`src/rtl/nibble_serial_adder_pkg.sv`:
```
// Shared types and constants for the nibble-serial adder.
// State encoding and slice width used by the top and its bench.
package nibble_serial_adder_pkg;

    localparam int SLICE_W = 4;
    localparam int SLICE_SH = 2;

    typedef enum logic [1:0] {
        IDLE = 2'd0,
        RUN  = 2'd1,
        DONE = 2'd2
    } state_t;

endpackage

```
`src/rtl/nibble_serial_adder_adder4bit.sv`:
```
// 4-bit ripple slice: {co, s} = x + y + ci.
// Single slice datapath shared by every nibble of an operation.
module adder4bit (
    input  logic [3:0] x,
    input  logic [3:0] y,
    input  logic       ci,
    output logic [3:0] s,
    output logic       co
);

    assign {co, s} = {1'b0, x} + {1'b0, y} + {4'b0000, ci};

endmodule

```
`src/rtl/nibble_serial_adder.sv`:
```
// Multi-cycle WIDTH-bit adder, one 4-bit slice per cycle, LSB first.
// Result and carry-out are presented behind a valid/ready handshake.
module nibble_serial_adder
    import nibble_serial_adder_pkg::*;
#(
    parameter int WIDTH = 16
) (
    input  logic             clk,
    input  logic             rst_n,
    input  logic             in_valid,
    output logic             in_ready,
    input  logic [WIDTH-1:0] a,
    input  logic [WIDTH-1:0] b,
    input  logic             cin,
    output logic             out_valid,
    input  logic             out_ready,
    output logic [WIDTH-1:0] sum,
    output logic             cout,
    output logic             busy
);

    localparam int NIBBLES = WIDTH / SLICE_W;
    localparam int IW = (NIBBLES > 1) ? $clog2(NIBBLES) : 1;
    localparam logic [IW-1:0] LAST = IW'(NIBBLES - 1);

    generate
        if (WIDTH < SLICE_W || (WIDTH % SLICE_W) != 0) begin : g_bad_width
            $error("nibble_serial_adder: WIDTH must be a multiple of 4 and >= 4");
        end
    endgenerate

    state_t           r_state;
    state_t           w_next;
    logic [WIDTH-1:0] r_a;
    logic [WIDTH-1:0] r_b;
    logic [WIDTH-1:0] r_acc;
    logic [IW-1:0]    r_idx;
    logic             r_carry;
    logic             r_cout;

    logic [WIDTH-1:0] w_a_sh;
    logic [WIDTH-1:0] w_b_sh;
    logic [3:0]       w_x;
    logic [3:0]       w_y;
    logic             w_ci;
    logic [3:0]       w_s;
    logic             w_co;

    assign w_a_sh = r_a >> {r_idx, {SLICE_SH{1'b0}}};
    assign w_b_sh = r_b >> {r_idx, {SLICE_SH{1'b0}}};
    assign cout   = r_cout;

    adder4bit u_slice (
        .x  (w_x),
        .y  (w_y),
        .ci (w_ci),
        .s  (w_s),
        .co (w_co)
    );

    always_ff @(posedge clk or negedge rst_n) begin
        if (!rst_n) r_state <= IDLE;
        else        r_state <= w_next;
    end

    always_comb begin
        w_next = r_state;
        unique case (r_state)
            IDLE:    if (in_valid) w_next = RUN;
            RUN:     if (r_idx == LAST) w_next = DONE;
            DONE:    if (out_ready) w_next = IDLE;
            default: w_next = IDLE;
        endcase
    end

    // Slice inputs are forced to zero outside RUN; sum is exposed only in DONE.
    always_comb begin
        in_ready  = 1'b0;
        out_valid = 1'b0;
        busy      = 1'b0;
        sum       = '0;
        w_x       = 4'd0;
        w_y       = 4'd0;
        w_ci      = 1'b0;
        unique case (r_state)
            IDLE: in_ready = rst_n;
            RUN: begin
                busy = 1'b1;
                w_x  = w_a_sh[3:0];
                w_y  = w_b_sh[3:0];
                w_ci = r_carry;
            end
            DONE: begin
                busy      = 1'b1;
                out_valid = 1'b1;
                sum       = r_acc;
            end
            default: ;
        endcase
    end

    always_ff @(posedge clk or negedge rst_n) begin
        if (!rst_n) begin
            r_a     <= '0;
            r_b     <= '0;
            r_acc   <= '0;
            r_idx   <= '0;
            r_carry <= 1'b0;
            r_cout  <= 1'b0;
        end else begin
            unique case (r_state)
                IDLE: begin
                    if (in_valid) begin
                        r_a     <= a;
                        r_b     <= b;
                        r_carry <= cin;
                        r_idx   <= '0;
                        r_acc   <= '0;
                        r_cout  <= 1'b0;
                    end
                end
                RUN: begin
                    for (int i = 0; i < NIBBLES; i++) begin
                        if (r_idx == IW'(i)) r_acc[i*SLICE_W +: SLICE_W] <= w_s;
                    end
                    r_carry <= w_co;
                    if (r_idx == LAST) r_cout <= w_co;
                    else               r_idx  <= r_idx + 1'b1;
                end
                default: ;
            endcase
        end
    end

endmodule

```
`config.mk`:
```
export PLATFORM = sky130hd
export DESIGN_NAME = nibble_serial_adder
export DESIGN_NICKNAME = d
export VERILOG_FILES = /design/src/rtl/nibble_serial_adder_pkg.sv /design/src/rtl/nibble_serial_adder_adder4bit.sv /design/src/rtl/nibble_serial_adder.sv
export SDC_FILE = /design/constraint.sdc
export NUM_CORES = 1
export LEC_CHECK = 0
export BUFFER_PORTS_ARGS = -buffer_cell sky130_fd_sc_hd__clkbuf_2
export CAP_MARGIN = 20
export CORE_UTILIZATION = 50
export CTS_CLUSTER_SIZE = 14
export DETAILED_ROUTE_END_ITERATION = 8
export PLACE_DENSITY = 0.74
export SYNTH_ARGS = -nofsm -noshare
export SYNTH_HDL_FRONTEND = slang
export SYNTH_SLANG_ARGS = --single-unit
```
`constraint.sdc`:
```
create_clock -name clk -period 3.05 [get_ports clk]
set_clock_uncertainty 0.2 [all_clocks]
set_input_delay 0.305 -clock clk [delete_from_list [all_inputs] [get_ports clk]]
set_output_delay 0.305 -clock clk [all_outputs]
set_load 0.05 [all_outputs]
```
Yosys cells after proc, flatten, opt, wreduce, memory -nomap -nowiden --
Cells that the tools add are included.
Storage, ports and cells: register bits after elaboration 54, bits in latches 0, word-level logic and storage cells 64, output and inout port bits 20, input bits 37, bits in read-only memories 0, memories 0, RAM bits 0
Cells by class: divide/modulo/power cells 0, shift-type cells 2, reduce and logical (&&, ||, !) cells 12, mux-type cells 25, magnitude comparators 0, add/subtract/negate cells 3, multiply operators 0, equality and inequality tests 12, bitwise logic cells 0
Operators with widths (number):
- $mux W16 | 2
- $pmux W16 S2 | 1
- $shr A16 B4 Y4 | 2
- $mux W4 | 6
- $reduce_and A3 Y1 | 6
- $ne A2 B2 Y1 const B | 7
- $mux W2 | 5
- $mux W1 | 7
- $eq A2 B2 Y1 const B | 3
- $pmux W2 S3 | 1
- $add A4 B4 Y5 | 1
- $add A5 B1 Y5 | 1
- $eq A2 B1 Y1 const B | 2
- $logic_not A2 Y1 | 2
- $pmux W1 S2 | 2
- $pmux W2 S2 | 1
- $reduce_and A2 Y1 | 2
- $add A2 B1 Y2 const B | 1
- $reduce_bool A2 Y1 | 1
- $reduce_or A2 Y1 | 1

Longest topological paths before layout --
word-level depth 6, gate-level depth with buffers 11, gate-level depth less buffers 10

Modules after synthesis --
Synthesis repeated with hierarchy kept, for this count alone.
Second synthesis, totals: cells, all modules 265, area total of the unflattened synthesis 3079.2 um^2
By module, submodules not included:
- nibble_serial_adder | seq. area each 1351.3 um^2, instances 1, cells each 249, area each 2935.3 um^2
- adder4bit | seq. area each 0.0 um^2, instances 1, cells each 16, area each 143.9 um^2

Worst setup path after synthesis --
OpenSTA, ideal clock, no wires.
path kind register to register, start point reg r_idx[0], end point reg r_cout, in the netlist cout, arrival 2.437 ns, setup slack 0.286 ns, stages on the path, launching flop included 11, path buffers 1, data required time 2.722 ns, period minus slack after synthesis 2.764 ns, setup time 0.128 ns, path through dfrtp_1 > buf_4 > mux4_2 > nand2_1 > fa_1 > inv_1 > fa_1 > a21o_1 > a21oi_1 > nor2_1 > mux2_1
On the way: longest elaborated chain between the ends 6, elaborated cells between the ends (all ways) 11, classes of those cells add/sub (2); eq/ne (2); shift (2); mux (4); reduce/logical (1)
Ends and longest elaborated chain:
- start, declared | line nibble_serial_adder.sv:37 | logic [IW-1:0] r_idx;
- start signal, assigned | line nibble_serial_adder.sv:128 | else r_idx <= r_idx + 1'b1;
- $shr A16 B4 Y4, on equally long branches | line nibble_serial_adder.sv:49, nibble_serial_adder.sv:50
- $mux W4 | line nibble_serial_adder.sv:85 | unique case (r_state)
- $add A4 B4 Y5 | line nibble_serial_adder_adder4bit.sv:11 | assign {co, s} = {1'b0, x} + {1'b0, y} + {4'b0000, ci};
- $add A5 B1 Y5 | line nibble_serial_adder_adder4bit.sv:11
- $mux W1 | line nibble_serial_adder.sv:127 | if (r_idx == LAST) r_cout <= w_co;
- $pmux W1 S2 | line nibble_serial_adder.sv:111 | unique case (r_state)
- end signal, assigned | line nibble_serial_adder.sv:127
- end, declared | line nibble_serial_adder.sv:39 | logic r_cout;
Several ways; a longest one is shown, not always the timed one. The select of a mux whose other input is x is not followed. A chain may end at the register's enable or synchronous reset.

Worst setup path after layout --
Ends and elaborated chain as after synthesis.

==> metrics.txt <==
# TYPE chip_impl_metric gauge
chip_impl_metric{name="power_per_cell_area",unit="mW/mm^2"} 1010
chip_impl_metric{name="cell_area_after_technology_mapping",unit="mm^2"} 0.00278
chip_impl_metric{name="achievable_freq",unit="GHz"} 0.357
chip_impl_metric{name="synthesis_warnings",unit=""} 0
chip_impl_metric{name="largest_vdd_supply_drop",unit="V"} 0.000460
chip_impl_info{name="top_signal_layer_used",value="met4"} 1
chip_impl_info{name="endpoint_kind",value="register"} 1
chip_impl_metric{name="overall_via_count_from_detail_route",unit=""} 1875
chip_impl_metric{name="fillCellCount",unit=""} 429
chip_impl_metric{name="report.final.slew_viol_count",unit=""} 0
chip_impl_metric{name="post-synth-top-area-fraction",unit=""} 0.487
chip_impl_metric{name="area.growth.synth_to_final",unit="%"} 17.8
chip_impl_info{name="synthDominantAreaCellType",value="dfrtp_1"} 1
chip_impl_metric{name="clk_latency",unit="ns"} 0.31
chip_impl_metric{name="dr_wl_met3",unit="um"} 181
chip_impl_info{name="run_status",value="complete, but fails checks"} 1
chip_impl_metric{name="routed-wl-met2",unit="um"} 2490
chip_impl_metric{name="timing.reg2reg.worst_path_depth",unit=""} 9
chip_impl_info{name="yosysMostFrequentCell",value="dfrtp_1"} 1
chip_impl_metric{name="detail_route.drc_violations",unit=""} 0
chip_impl_metric{name="fin_nets",unit=""} 330
chip_impl_metric{name="place.gp.congestion",unit=""} 0.792
chip_impl_metric{name="net_count_after_synthesis",unit=""} 272
chip_impl_metric{name="design_area",unit="mm^2"} 0.00327
chip_impl_info{name="worst_r2r_startpoint",value="r_idx[0]"} 1
chip_impl_metric{name="cts_post_setup_buffers_inserted",unit=""} 0
chip_impl_info{name="netlist_top_cells_area",value="dfrtp_1 (49%), mux2_2 (14%), mux4_2 (6.5%)"} 1
chip_impl_metric{name="globalRouteTotalUtil",unit=""} 0.188
chip_impl_metric{name="p_leak",unit="nW"} 1.55
chip_impl_info{name="r2r-end",value="cout"} 1
chip_impl_metric{name="clock_sinks",unit=""} 54
chip_impl_metric{name="post-place-ws",unit="ns"} 0.0900
chip_impl_metric{name="synth_area_per_inst",unit="um^2"} 12.6
chip_impl_metric{name="synth_edf_count",unit=""} 0
chip_impl_metric{name="postRouteAntennaNets",unit=""} 0
chip_impl_metric{name="die_y",unit="um"} 76.5
chip_impl_metric{name="post_route_cells_drive_above_1_share",unit=""} 0.418
chip_impl_metric{name="grt_max_degree",unit=""} 55
chip_impl_metric{name="layout_setup_ws",unit="ns"} 0.246
chip_impl_metric{name="antenna-diode-count",unit=""} 0
chip_impl_metric{name="fp.dieW",unit="um"} 76.5
chip_impl_metric{name="worst-path-max-fanout",unit=""} 8
chip_impl_metric{name="ys_types",unit=""} 39
chip_impl_metric{name="reg2reg_setup_slack",unit="ns"} 0.25
chip_impl_metric{name="port-buffer-count",unit=""} 56
chip_impl_metric{name="crit_arrival",unit="ns"} 2.80
chip_impl_info{name="violations",value="hold timing"} 1
chip_impl_info{name="critical_path.startpoint_type",value="register"} 1
chip_impl_metric{name="dp_hpwl",unit="um"} 3780
chip_impl_metric{name="asyncSetResetFlopFracSynth",unit=""} 1.00
chip_impl_metric{name="actual_slew_at_the_worst_max_slew_pin",unit="ns"} 0.663
chip_impl_metric{name="setup_tns",unit="ns"} 0
chip_impl_metric{name="wl_met1",unit="um"} 2320
chip_impl_metric{name="cts_inserted_buffers",unit=""} 5
chip_impl_metric{name="grt_pass1_wl",unit="um"} 8510
chip_impl_metric{name="multiInputGateArea",unit="mm^2"} 0.00135
chip_impl_info{name="cts_tree",value="done"} 1
chip_impl_metric{name="path_clk_slew",unit="ns"} 0.10
chip_impl_info{name="postSynth.topFlopCell",value="dfrtp_1"} 1
chip_impl_metric{name="synth_seq_area_share",unit=""} 0.487
chip_impl_info{name="synthTopCellsByCount",value="dfrtp_1 (54), mux2_2 (34), and2_1 (23)"} 1
chip_impl_metric{name="core",unit="mm^2"} 0.00524
chip_impl_info{name="timing.setup.critical_path_class",value="register to register"} 1
chip_impl_metric{name="dieArea",unit="mm^2"} 0.00585
chip_impl_metric{name="fin_util",unit=""} 0.625
chip_impl_metric{name="starting_density_of_the_core",unit=""} 0.530
chip_impl_metric{name="hold_ws",unit="ns"} -0.0348
chip_impl_info{name="unrepaired_setup_endpoints_after_global_routing",value="false"} 1
chip_impl_metric{name="pin_count",unit=""} 57
chip_impl_metric{name="post_drt_via_cell_ratio",unit=""} 5.36
chip_impl_metric{name="post-route-period-util",unit=""} 0.919
chip_impl_metric{name="report.final.setup_viol",unit=""} 0
chip_impl_metric{name="floorplan.rows",unit=""} 26
chip_impl_info{name="cts_root_buf",value="clkbuf_8"} 1
chip_impl_metric{name="cts_max_path_buffers",unit=""} 2
chip_impl_metric{name="worst_ep_required_time",unit="ns"} 3.05
chip_impl_metric{name="vias_in_the_first_global_route",unit=""} 1799
chip_impl_metric{name="route.final.wire_length",unit="um"} 5060
chip_impl_metric{name="timing.max_cap.violations",unit=""} 0
chip_impl_metric{name="timing.max_slew.rel_slack",unit=""} 0.558
chip_impl_metric{name="dr.first_iter.drc_count",unit=""} 66
chip_impl_metric{name="remaining_global_route_overflow",unit=""} 0
chip_impl_metric{name="report.final.hold_viol_count",unit=""} 54
chip_impl_metric{name="htree_num_levels",unit=""} 2
chip_impl_metric{name="detailedRoute.firstPassIterationCount",unit=""} 4
chip_impl_metric{name="layout.area.seq",unit="mm^2"} 0.00135
chip_impl_metric{name="period_minus_slack",unit="ns"} 2.80
chip_impl_metric{name="total_power",unit="mW"} 3.29
chip_impl_metric{name="place_area",unit="mm^2"} 0.00313
chip_impl_metric{name="wire_per_inst",unit="um"} 14.4
chip_impl_metric{name="synth_cells",unit=""} 221
chip_impl_metric{name="antenna_violations_before_repair",unit=""} 0
chip_impl_metric{name="ys_seq_elements",unit=""} 54
chip_impl_info{name="hold_path.class",value="input pin to asynchronous set/reset pin"} 1
sequential cells by signal (all words and copies together), names as in the netlist:
register	cells
r_b	16
r_acc	16
r_a	16
r_carry	1
r_state	2
cout	1
r_idx	2
metrics by stage:
stage,cells,hold WS (ns)
after floorplan,221,-0.191
after global placement,342,0.274
after detailed placement,342,0.274
after CTS,350,0.00104
after global routing,350,0.0000518
final,350,-0.0348
cell families (layout without fill, tap and decap cells):
| logic type | after synthesis | count (layout) | synth area share |
|---|---|---|---|
| multiplexers | 43 | 43 | 0.207 |
| AO/OA/AOI/OAI | 36 | 36 | 0.0906 |
| XOR/XNOR | 1 | 1 | 0.00316 |
| flip-flops | 54 | 54 | 0.487 |
| buffers and inverters | 16 | 75 | 0.0257 |
| AND/OR/NAND/NOR | 57 | 57 | 0.119 |
| adder cells (fa/ha/maj) | 14 | 14 | 0.0685 |
cells in the final DEF (no fill, tap or decap), types with 2 or more instances in the layout:
cell type and instances:
buf_4 5, and2_1 23, o21ai_1 3, clkbuf_2 56, bufinv_16 2, nand3b_1 2
o22ai_1 2, o21ai_0 8, dfrtp_1 53, nor2_1 9, nand3_1 4, ha_1 12
inv_1 6, a21oi_1 4, fa_1 2, a32o_1 3, o31ai_1 2, a22o_1 2
mux4_2 8, o2bb2ai_1 6, nand2_1 10, clkbuf_8 5, mux2_2 34
worst max-delay path: stages, from the launching register on:
cell and delay, ns:
dfrtp_2 0.53, mux4_2 0.53, nand2_1 0.11, fa_1 0.18, inv_1 0.05, fa_1 0.40, a21o_1 0.19, a21oi_1 0.14
nor2_1 0.06, mux2_1 0.29
power breakdown:
| part | total (mW) | switching (mW) | internal [mW] |
|---|---|---|---|
| registers | 1.20 | 0.186 | 1.01 |
| clock network | 0.568 | 0.239 | 0.329 |
| logic | 1.52 | 0.799 | 0.726 |
| total | 3.29 | 1.22 | 2.07 |
worst max-delay path by stage:
stage,startpoint,endpoint,slack [ns],cells after the start
after CTS,r_idx[0],cout,0.07,9
final,r_idx[0],cout,0.25,9
after global routing,r_idx[0],r_acc[7],0.01,8
after floorplan,r_idx[0],cout,0.29,10
after global placement,r_idx[0],cout,0.18,9
after detailed placement,r_idx[0],cout,0.09,9
metal layers:
layer / vias up / track usage
met3: 9 / 0.0443
met2: 53 / 0.304
met1: 907 / 0.246
li1: 906 / -
met5: - / 0
met4: 0 / 0.0692
final cells by class:
class,count,area share
Timing Repair Buffer,61,0.0971
Clock inverter,3,0.0210
Tap cell,70,0.0268
Sequential cell,54,0.413
Inverter,6,0.00688
Multi-Input combinational cell,151,0.414
Clock buffer,5,0.0210
timing repair:
action                                 4_1_cts  5_1_grt
gates resized for setup                      0        1
setup endpoints to repair                    0        4
hold buffers                                 0        0
endpoints found under the hold margin        0        0
(Power assumes the default switching activity.)
